$ cat src/rtl/bus_arbiter_loader_pkg.sv
`default_nettype none
// ============================================================================
// Module  : bus_arbiter_loader_pkg
// Purpose : Shared types and default constants for the burst arbiter/loader.
//           Holds the arbiter FSM state encoding and the default geometry
//           (address width, data width, burst length, weight base address).
// Ports   : none (package)
// Rev     : 1.0  initial release
// ============================================================================
package bus_arbiter_loader_pkg;

  // Arbiter FSM states; the grant outputs decode straight from these.
  typedef enum logic [1:0] {
    IDLE   = 2'd0,
    GNT_IN = 2'd1,
    GNT_W  = 2'd2,
    GAP    = 2'd3
  } arb_state_t;

  localparam int DEF_ADD_WIDTH  = 6;
  localparam int DEF_DATA_WIDTH = 8;
  localparam int DEF_BURST_LEN  = 16;
  localparam int DEF_W_BASE     = 16;

endpackage : bus_arbiter_loader_pkg
`default_nettype wire

$ cat src/rtl/bus_arbiter_loader_arb_pick.sv
`default_nettype none
// ============================================================================
// Module  : arb_pick
// Purpose : Two-way request selector. With ROUND_ROBIN=0 the input channel
//           always wins a tie; with ROUND_ROBIN=1 a tie goes to the channel
//           that was not granted last (last_w=1 means weights went last).
// Ports   : req_in, req_w   - requests from the two channels
//           last_w          - last-granted channel was W (ignored when fixed)
//           pick_in, pick_w - one-hot (or zero) selection
// Rev     : 1.0  initial release
// ============================================================================
module arb_pick #(
  parameter bit ROUND_ROBIN = 1'b0
) (
  input  logic req_in,
  input  logic req_w,
  input  logic last_w,
  output logic pick_in,
  output logic pick_w
);

  generate
    if (ROUND_ROBIN) begin : g_rr
      assign pick_in = req_in & (~req_w | last_w);
      assign pick_w  = req_w  & (~req_in | ~last_w);
    end else begin : g_fixed
      logic unused_last_w;
      assign unused_last_w = last_w;
      assign pick_in = req_in;
      assign pick_w  = req_w & ~req_in;
    end
  endgenerate

endmodule : arb_pick
`default_nettype wire

$ cat src/rtl/bus_arbiter_loader.sv
`default_nettype none
// ============================================================================
// Module  : bus_arbiter_loader
// Purpose : Arbitrates burst requests from an input channel and a weight
//           channel, then streams BURST_LEN words from the host stream into
//           RAM at base 0 (input) or W_BASE (weights). Flags stream underrun
//           and early request drop with sticky error bits.
// Config  : `define ARB_ROUND_ROBIN_EN -> ties alternate between channels
//           (input wins the first tie after reset); undefined -> input
//           always wins a tie and no last-granted state is kept.
// Ports   : clk, rst (async, active-high)
//           req_in, req_w        - burst requests
//           grant_in, grant_w    - registered grants (decoded from state)
//           src_valid, src_data  - upstream stream, src_ready pops a word
//           ram_we, ram_addr, ram_wdata - RAM write port
//           burst_done           - pulse the cycle after a complete burst
//           err_underrun, err_abort - sticky error flags
// Rev     : 1.0  initial release
// ============================================================================
module bus_arbiter_loader
  import bus_arbiter_loader_pkg::*;
#(
  parameter int ADD_WIDTH  = DEF_ADD_WIDTH,
  parameter int DATA_WIDTH = DEF_DATA_WIDTH,
  parameter int BURST_LEN  = DEF_BURST_LEN,
  parameter int W_BASE     = DEF_W_BASE
) (
  input  logic                  clk,
  input  logic                  rst,
  input  logic                  req_in,
  input  logic                  req_w,
  output logic                  grant_in,
  output logic                  grant_w,
  input  logic                  src_valid,
  input  logic [DATA_WIDTH-1:0] src_data,
  output logic                  src_ready,
  output logic                  ram_we,
  output logic [ADD_WIDTH:0]    ram_addr,
  output logic [DATA_WIDTH-1:0] ram_wdata,
  output logic                  burst_done,
  output logic                  err_underrun,
  output logic                  err_abort
);

  localparam int                BEAT_W      = (BURST_LEN > 1) ? $clog2(BURST_LEN) : 1;
  localparam logic [BEAT_W-1:0] LAST_BEAT   = BEAT_W'(BURST_LEN - 1);
  localparam logic [ADD_WIDTH:0] W_BASE_ADDR = (ADD_WIDTH + 1)'(W_BASE);

  arb_state_t        state, state_next;
  logic [BEAT_W-1:0] beat;
  logic              in_grant;
  logic              match_req;
  logic              beat_valid;
  logic              last_beat;
  logic              pick_in, pick_w;
  logic              burst_done_r;
  logic              err_underrun_r, err_abort_r;
  logic              last_w;

`ifdef ARB_ROUND_ROBIN_EN
  localparam bit RR_EN = 1'b1;

  // Resets to W so that the first tie after reset goes to the input channel.
  always_ff @(posedge clk or posedge rst) begin
    if (rst) begin
      last_w <= 1'b1;
    end else if (state == IDLE && state_next == GNT_IN) begin
      last_w <= 1'b0;
    end else if (state == IDLE && state_next == GNT_W) begin
      last_w <= 1'b1;
    end
  end
`else
  localparam bit RR_EN = 1'b0;
  assign last_w = 1'b0;
`endif

  arb_pick #(
    .ROUND_ROBIN (RR_EN)
  ) u_arb_pick (
    .req_in  (req_in),
    .req_w   (req_w),
    .last_w  (last_w),
    .pick_in (pick_in),
    .pick_w  (pick_w)
  );

  assign in_grant   = (state == GNT_IN) || (state == GNT_W);
  // Only the request of the granted channel matters; the other is ignored.
  assign match_req  = ((state == GNT_IN) && req_in) || ((state == GNT_W) && req_w);
  assign beat_valid = match_req;
  assign last_beat  = beat_valid && (beat == LAST_BEAT);

  always_ff @(posedge clk or posedge rst) begin
    if (rst) begin
      state <= IDLE;
    end else begin
      state <= state_next;
    end
  end

  always_comb begin
    state_next = state;
    case (state)
      IDLE: begin
        if (pick_in) begin
          state_next = GNT_IN;
        end else if (pick_w) begin
          state_next = GNT_W;
        end
      end
      GNT_IN, GNT_W: begin
        // Early drop and final beat both leave through the one-cycle GAP.
        if (!match_req || beat == LAST_BEAT) begin
          state_next = GAP;
        end
      end
      GAP:     state_next = IDLE;
      default: state_next = IDLE;
    endcase
  end

  // Beat counter is held at zero outside grant states, so it is clear on
  // entry; an underrun beat still advances it (the address is skipped).
  always_ff @(posedge clk or posedge rst) begin
    if (rst) begin
      beat <= '0;
    end else if (!in_grant) begin
      beat <= '0;
    end else if (beat_valid) begin
      beat <= beat + 1'b1;
    end
  end

  always_ff @(posedge clk or posedge rst) begin
    if (rst) begin
      burst_done_r   <= 1'b0;
      err_underrun_r <= 1'b0;
      err_abort_r    <= 1'b0;
    end else begin
      burst_done_r   <= last_beat;
      err_underrun_r <= err_underrun_r | (beat_valid & ~src_valid);
      err_abort_r    <= err_abort_r | (in_grant & ~match_req);
    end
  end

  assign grant_in     = (state == GNT_IN);
  assign grant_w      = (state == GNT_W);
  assign src_ready    = beat_valid;
  assign ram_we       = beat_valid & src_valid;
  assign ram_addr     = !in_grant         ? '0 :
                        (state == GNT_W)  ? W_BASE_ADDR + (ADD_WIDTH + 1)'(beat) :
                                            (ADD_WIDTH + 1)'(beat);
  assign ram_wdata    = beat_valid ? src_data : '0;
  assign burst_done   = burst_done_r;
  assign err_underrun = err_underrun_r;
  assign err_abort    = err_abort_r;

endmodule : bus_arbiter_loader
`default_nettype wire
$ cat config.mk
export PLATFORM = sky130hd
export DESIGN_NAME = bus_arbiter_loader
export DESIGN_NICKNAME = d
export VERILOG_FILES = /design/src/rtl/bus_arbiter_loader_pkg.sv /design/src/rtl/bus_arbiter_loader_arb_pick.sv /design/src/rtl/bus_arbiter_loader.sv
export SDC_FILE = /design/constraint.sdc
export NUM_CORES = 1
export LEC_CHECK = 0
export ABC_AREA = 1
export CORE_ASPECT_RATIO = 0.8
export CORE_MARGIN = 2
export CORE_UTILIZATION = 30
export CTS_CLUSTER_DIAMETER = 150
export DETAILED_ROUTE_END_ITERATION = 12
export PLACE_DENSITY = 0.72
export REMOVE_ABC_BUFFERS = 1
export SLEW_MARGIN = 10
export SYNTH_ARGS = -nofsm -noshare
export SYNTH_HDL_FRONTEND = slang
export SYNTH_SLANG_ARGS = --single-unit
$ cat constraint.sdc
create_clock -name clk -period 1.45 [get_ports clk]
set_input_delay 0.29 -clock clk [delete_from_list [all_inputs] [get_ports clk]]
set_output_delay 0.29 -clock clk [all_outputs]
set_load 0.02 [all_outputs]
[Word level (Yosys, flattened, before mapping)]
Cells that the tools add are included.
Operators by class
  $add $sub $neg: 2
  equality and inequality tests: 7
  multiplexer cells: 9
  bitwise operators: 9
  reduce and logical (&&, ||, !) cells: 10
Operators with widths (count)
  2-to-1 mux 6 bit: 2
  2-to-1 mux 4 bit: 2
  2-to-1 mux 8 bit: 1
  adder 5 x 4 -> 6 bit (first input constant): 1
  2-to-1 mux 2 bit: 3
  case mux 2 bit (3 select lines): 1
  adder 4 x 1 -> 4 bit (second input constant): 1
  AND 1 bit: 4
  == test 2 bit (second input constant): 2
  == test 4 bit (second input constant): 1
  logical AND 1 bit: 3
  logical OR 1 bit: 3
  inequality test 3 bit (second input constant): 1
  NOT 1 bit: 3
  == test 2 x 1 -> 1 bit (second input constant): 1
  logical NOT 2 bit: 1
  inequality test 2 x 1 -> 1 bit (second input constant): 1
  inequality test 2 bit (second input constant): 1
  bitwise OR 1 bit: 2
  AND reduction 2 bit: 1
  OR reduction 2 bit: 1
  logical NOT 1 bit: 1
Storage, ports and cells
  register bits: 9
  bits of input ports: 13
  output and inout port bits: 22

[Longest topological paths before layout]
  depth in word-level cells: 7
  gate-level depth with buffers: 8
  mapped depth without buffers: 8

[Modules after synthesis]
A second synthesis with hierarchy kept.
Second synthesis, totals
  cell total of the unflattened synthesis: 96
  area, all modules: 688.2 sq um
By module, submodules not included
  bus_arbiter_loader: instances 1, cells each 93, area an instance 670.6 sq um, sequential area each 225.2 sq um
  arb_pick: instances 1, cells each 3, area an instance 17.5 sq um, sequential area each 0.0 sq um

[Worst setup path after synthesis]
OpenSTA, ideal clock, no wires.
  path type: register -> output
  from: reg state[0]
  to: out ram_wdata[0]
  arrival: 1.519 ns
  data required time: 1.160 ns
  path slack: -0.359 ns
  stages on the path, launching flop included: 8
  buffers on the path: 1
  path through: dfrtp_1 -> inv_1 -> ha_1 -> nand2_1 -> nand2_4 -> inv_4 -> buf_6 -> nor2_1
On the way
  longest elaborated chain between the ends: 4
  elaborated cells on any way between the ends: 6
RTL lines
  start, declared: RTL line bus_arbiter_loader.sv:49  | arb_state_t state, state_next;
  start signal, assigned: RTL line bus_arbiter_loader.sv:98  | state <= state_next;
  == test 2 bit
  named net grant_w: RTL line bus_arbiter_loader.sv:33  | output logic grant_w,
  logical AND 1 bit: RTL line bus_arbiter_loader.sv:90  | assign match_req = ((state == GNT_IN) && req_in) || ((state == GNT_W) && req_w);
  logical OR 1 bit: RTL line bus_arbiter_loader.sv:90
  named net src_ready: RTL line bus_arbiter_loader.sv:36  | output logic src_ready,
  2-to-1 mux 8 bit: RTL line bus_arbiter_loader.sv:154  | assign ram_wdata = beat_valid ? src_data : '0;
  end, declared: RTL line bus_arbiter_loader.sv:39  | output logic [DATA_WIDTH-1:0] ram_wdata,
The timed path passes the listed nets, and every way through them passes these cells.

[Final worst setup path]
  from: reg state[1]
  to: out ram_wdata[3]
On the way
  longest elaborated chain between the ends: 4
  elaborated cells on any way between the ends: 6
RTL lines (RTL line)
  == test 2 x 1 -> 1 bit or == test 2 bit (tied branches): bus_arbiter_loader.sv:90
  logical AND 1 bit: bus_arbiter_loader.sv:90
  logical OR 1 bit *: bus_arbiter_loader.sv:90
  2-to-1 mux 8 bit *: bus_arbiter_loader.sv:154
Mark *: on every way between the ends. The rest lies on a longest branch, timed or not.

==> run metrics <==
Post-DRT Antenna Nets 0; XOR/XNOR share of the synthesized area 0%; setup TNS -2.96 ns; antenna violations before repair 0; Tcrit/Tclk final 116%; cell taking the most area after synthesis dfrtp_1; Yosys reg bits 9; die area 2580 sq um; DRT Pass-1 Iters 4; R2R cell count 10; CTS buffer count 3; worst setup path start state[1]; final setup violation count 19; Cell Rows 15; EDFF count, synth 0; slowest stage delay, CP 0.40 ns; failing checks setup timing; H-tree levels 1; Syn Inst Count 93; pwr/cell area 1920 nW/um^2; Critical Path Fanout Max 5; post-synthesis mux area share 0%; status finished with violations; Post-DP Area 1090 sq um; CTS Sinks 9; final core occ 64.1%; met1 wire length 808 um; CTS max path bufs 2; leading cell types by total area after synthesis dfrtp_1 (34%), nand2_1 (13%), inv_1 (12%); Final Net Count 169; fmax 593 MHz; number of top-level pins 35; Root Buffer clkbuf_4; vias in the first global route 678; ant diodes 0; IO buf count 32; Setup CP Type reg2out; most numerous cell in the Yosys netlist nand2_1; Max VDD drop about 0.0015 V; worst hold path type in2async; largest family of logic cells by synthesized area simple AND/OR/NAND/NOR gates; Crit path required time 1.16 ns; Area Growth Syn to Fin 106%; top cell family by delay on the critical path flip-flops; commonest cells in the netlist nand2_1 (22), inv_1 (21), nor2_1 (13); DR DRC count 0; Cell Chain, Critical Path buf_6 -> ha_4 -> nand2_4 -> nand2_8 -> inv_8 -> nor2_2 -> buf_4; routed wl met3 127 um; ys flop type dfrtp_1; CP Launch Type flop; wire length on met2 approximately 1100 um; mapped cell area approximately 660 sq um; worst path arrival time roughly 1.4 ns; Mean Syn Cell Area around 7.0 sq um; Synth Area in Compound Gates about 4.8%; largest net degree at the start of global routing 10; Pins Over Slew Limit 0; Critical-path top delay cell dfrtp_1; Layout Skew 0.00203 ns; worst skew pair latency 0.27 ns; Synth top area share 34.4%; Crit. End Element output pin; share of flip-flops with an asynchronous set or reset 100%; Crit path buffers/inverters 3; reg2reg end state[0]; GRT Overall Usage about 16%; grt total ovfl 0; post-synthesis adder-cell area fraction 11.5%; first-pass GRT wire length between 3000 and 4000 um; minimum clock period 1.69 ns; Yosys warnings 0; initial core utilization ~31%; core area 2100 sq um; placed wire-length estimate 1340 um; RSZ-0062 raised after global routing yes; CTS tree yes; sequential cell area fraction in the yosys report 34.4%; maxcap violations 0; R2R setup slack -0.02 ns; vias 757; Finished Cell Area about 1300 sq um; Die W 56.3 um; Detailed Route Iter0 Violations 9; simple-gate share of the synthesized area 30.7%; Pleak about 0.71 nW; Die Y 45.8 um; Critical Path Stages 7; WL final 2080 um; final total power 2.58 mW; Worst-path clk slew 0.06 ns; Top Layer Used met4; RR Startpoint state[1]; CP Capture Point ram_wdata[3]; setup ws final -0.237 ns; Placer Congestion 0.783; number of distinct library cells after synthesis 19; final hold violations 0; share of layout cells above drive strength 1 50.3%; average routed wire per standard cell 11.9 um; vias per cell 4.35
==> registers in the layout, summed over array words and instances, names as in the netlist <==
signal,cells
beat,4
burst_done,1
err_abort,1
err_underrun,1
state,2
==> report_power, final <==
group          internal (mW)  switching, mW  total (mW)
clock                  0.106         0.0926       0.199
sequential             0.299         0.0329       0.332
combinational          0.989           1.06        2.05
==> final cells by class <==
| class | instances | area [sq um] |
|---|---|---|
| fillers | 156 | 754 |
| repair buffers | 54 | 507 |
| multi-input cells | 59 | 462 |
| flip-flops and latches | 9 | 225 |
| inverters | 22 | 90.1 |
| well taps | 25 | 31.3 |
| clock buffers | 4 | 26.3 |
| repair inverters | 1 | 6.26 |
==> through the flow <==
step	setup WS (ns)	hold WS (ns)	std cells
after CTS	-0.218	0.304	174
after detailed placement	-0.573	0.465	162
after floorplan	-0.267	0.118	90
after global placement	-0.540	0.450	162
final	-0.237	0.287	174
after global routing	-0.300	0.322	174
==> worst min path at each step <==
stage	from	end	slack (ns)	cells after the start
after floorplan	rst	beat[0]	0.12	1
after global placement	err_abort	err_abort	0.45	2
after detailed placement	err_abort	err_abort	0.47	2
after CTS	rst	err_abort	0.30	2
after global routing	rst	beat[3]	0.32	2
final	rst	beat[3]	0.29	2
==> kinds of logic after synthesis <==
| family | count (synthesis) |
|---|---|
| AO/OA/AOI/OAI | 5 |
| AND/OR/NAND/NOR | 46 |
| flip-flops | 9 |
| adder cells (fa/ha/maj) | 6 |
| buffers and inverters | 26 |
| other | 1 |
==> cell usage in the layout (no fill, tap or decap), drive strengths merged, types with 2 or more instances in the layout <==
| master | Yosys | routed |
|---|---|---|
| a21oi | 2 | 2 |
| buf | 4 | 39 |
| clkbuf | 0 | 4 |
| clkdlybuf4s50 | 0 | 12 |
| conb | 1 | 2 |
| dfrtp | 9 | 9 |
| dlygate4sd2 | 0 | 3 |
| ha | 6 | 6 |
| inv | 22 | 23 |
| nand2 | 24 | 24 |
| nand3 | 7 | 7 |
| nor2 | 14 | 14 |
| o21ai | 2 | 2 |
==> routing by layer <==
layer / up-vias / track usage [%]
met5: - / 0
met1: 345 / 18.8
met3: 4 / 6.82
met2: 26 / 28.5
li1: 382 / -
met4: 0 / 1.43
==> worst register-to-register path: cells and delay by family (launching register included) <==
| kind | cells | cell delay, ns |
|---|---|---|
| flops | 1 | 0.40 |
| fa+ha+maj | 1 | 0.17 |
| buf+inv | 3 | 0.42 |
| simple gates | 6 | 0.39 |
==> what timing repair did <==
action                     in CTS  in global routing
pin swaps                       8                  5
setup buffers                   7                  4
cloned                          1                  0
setup endpoints to repair      24                 25
gates resized for setup       122                 29
hold buffers                    0                  0
No activity file was read; power rests on OpenSTA's default activity.
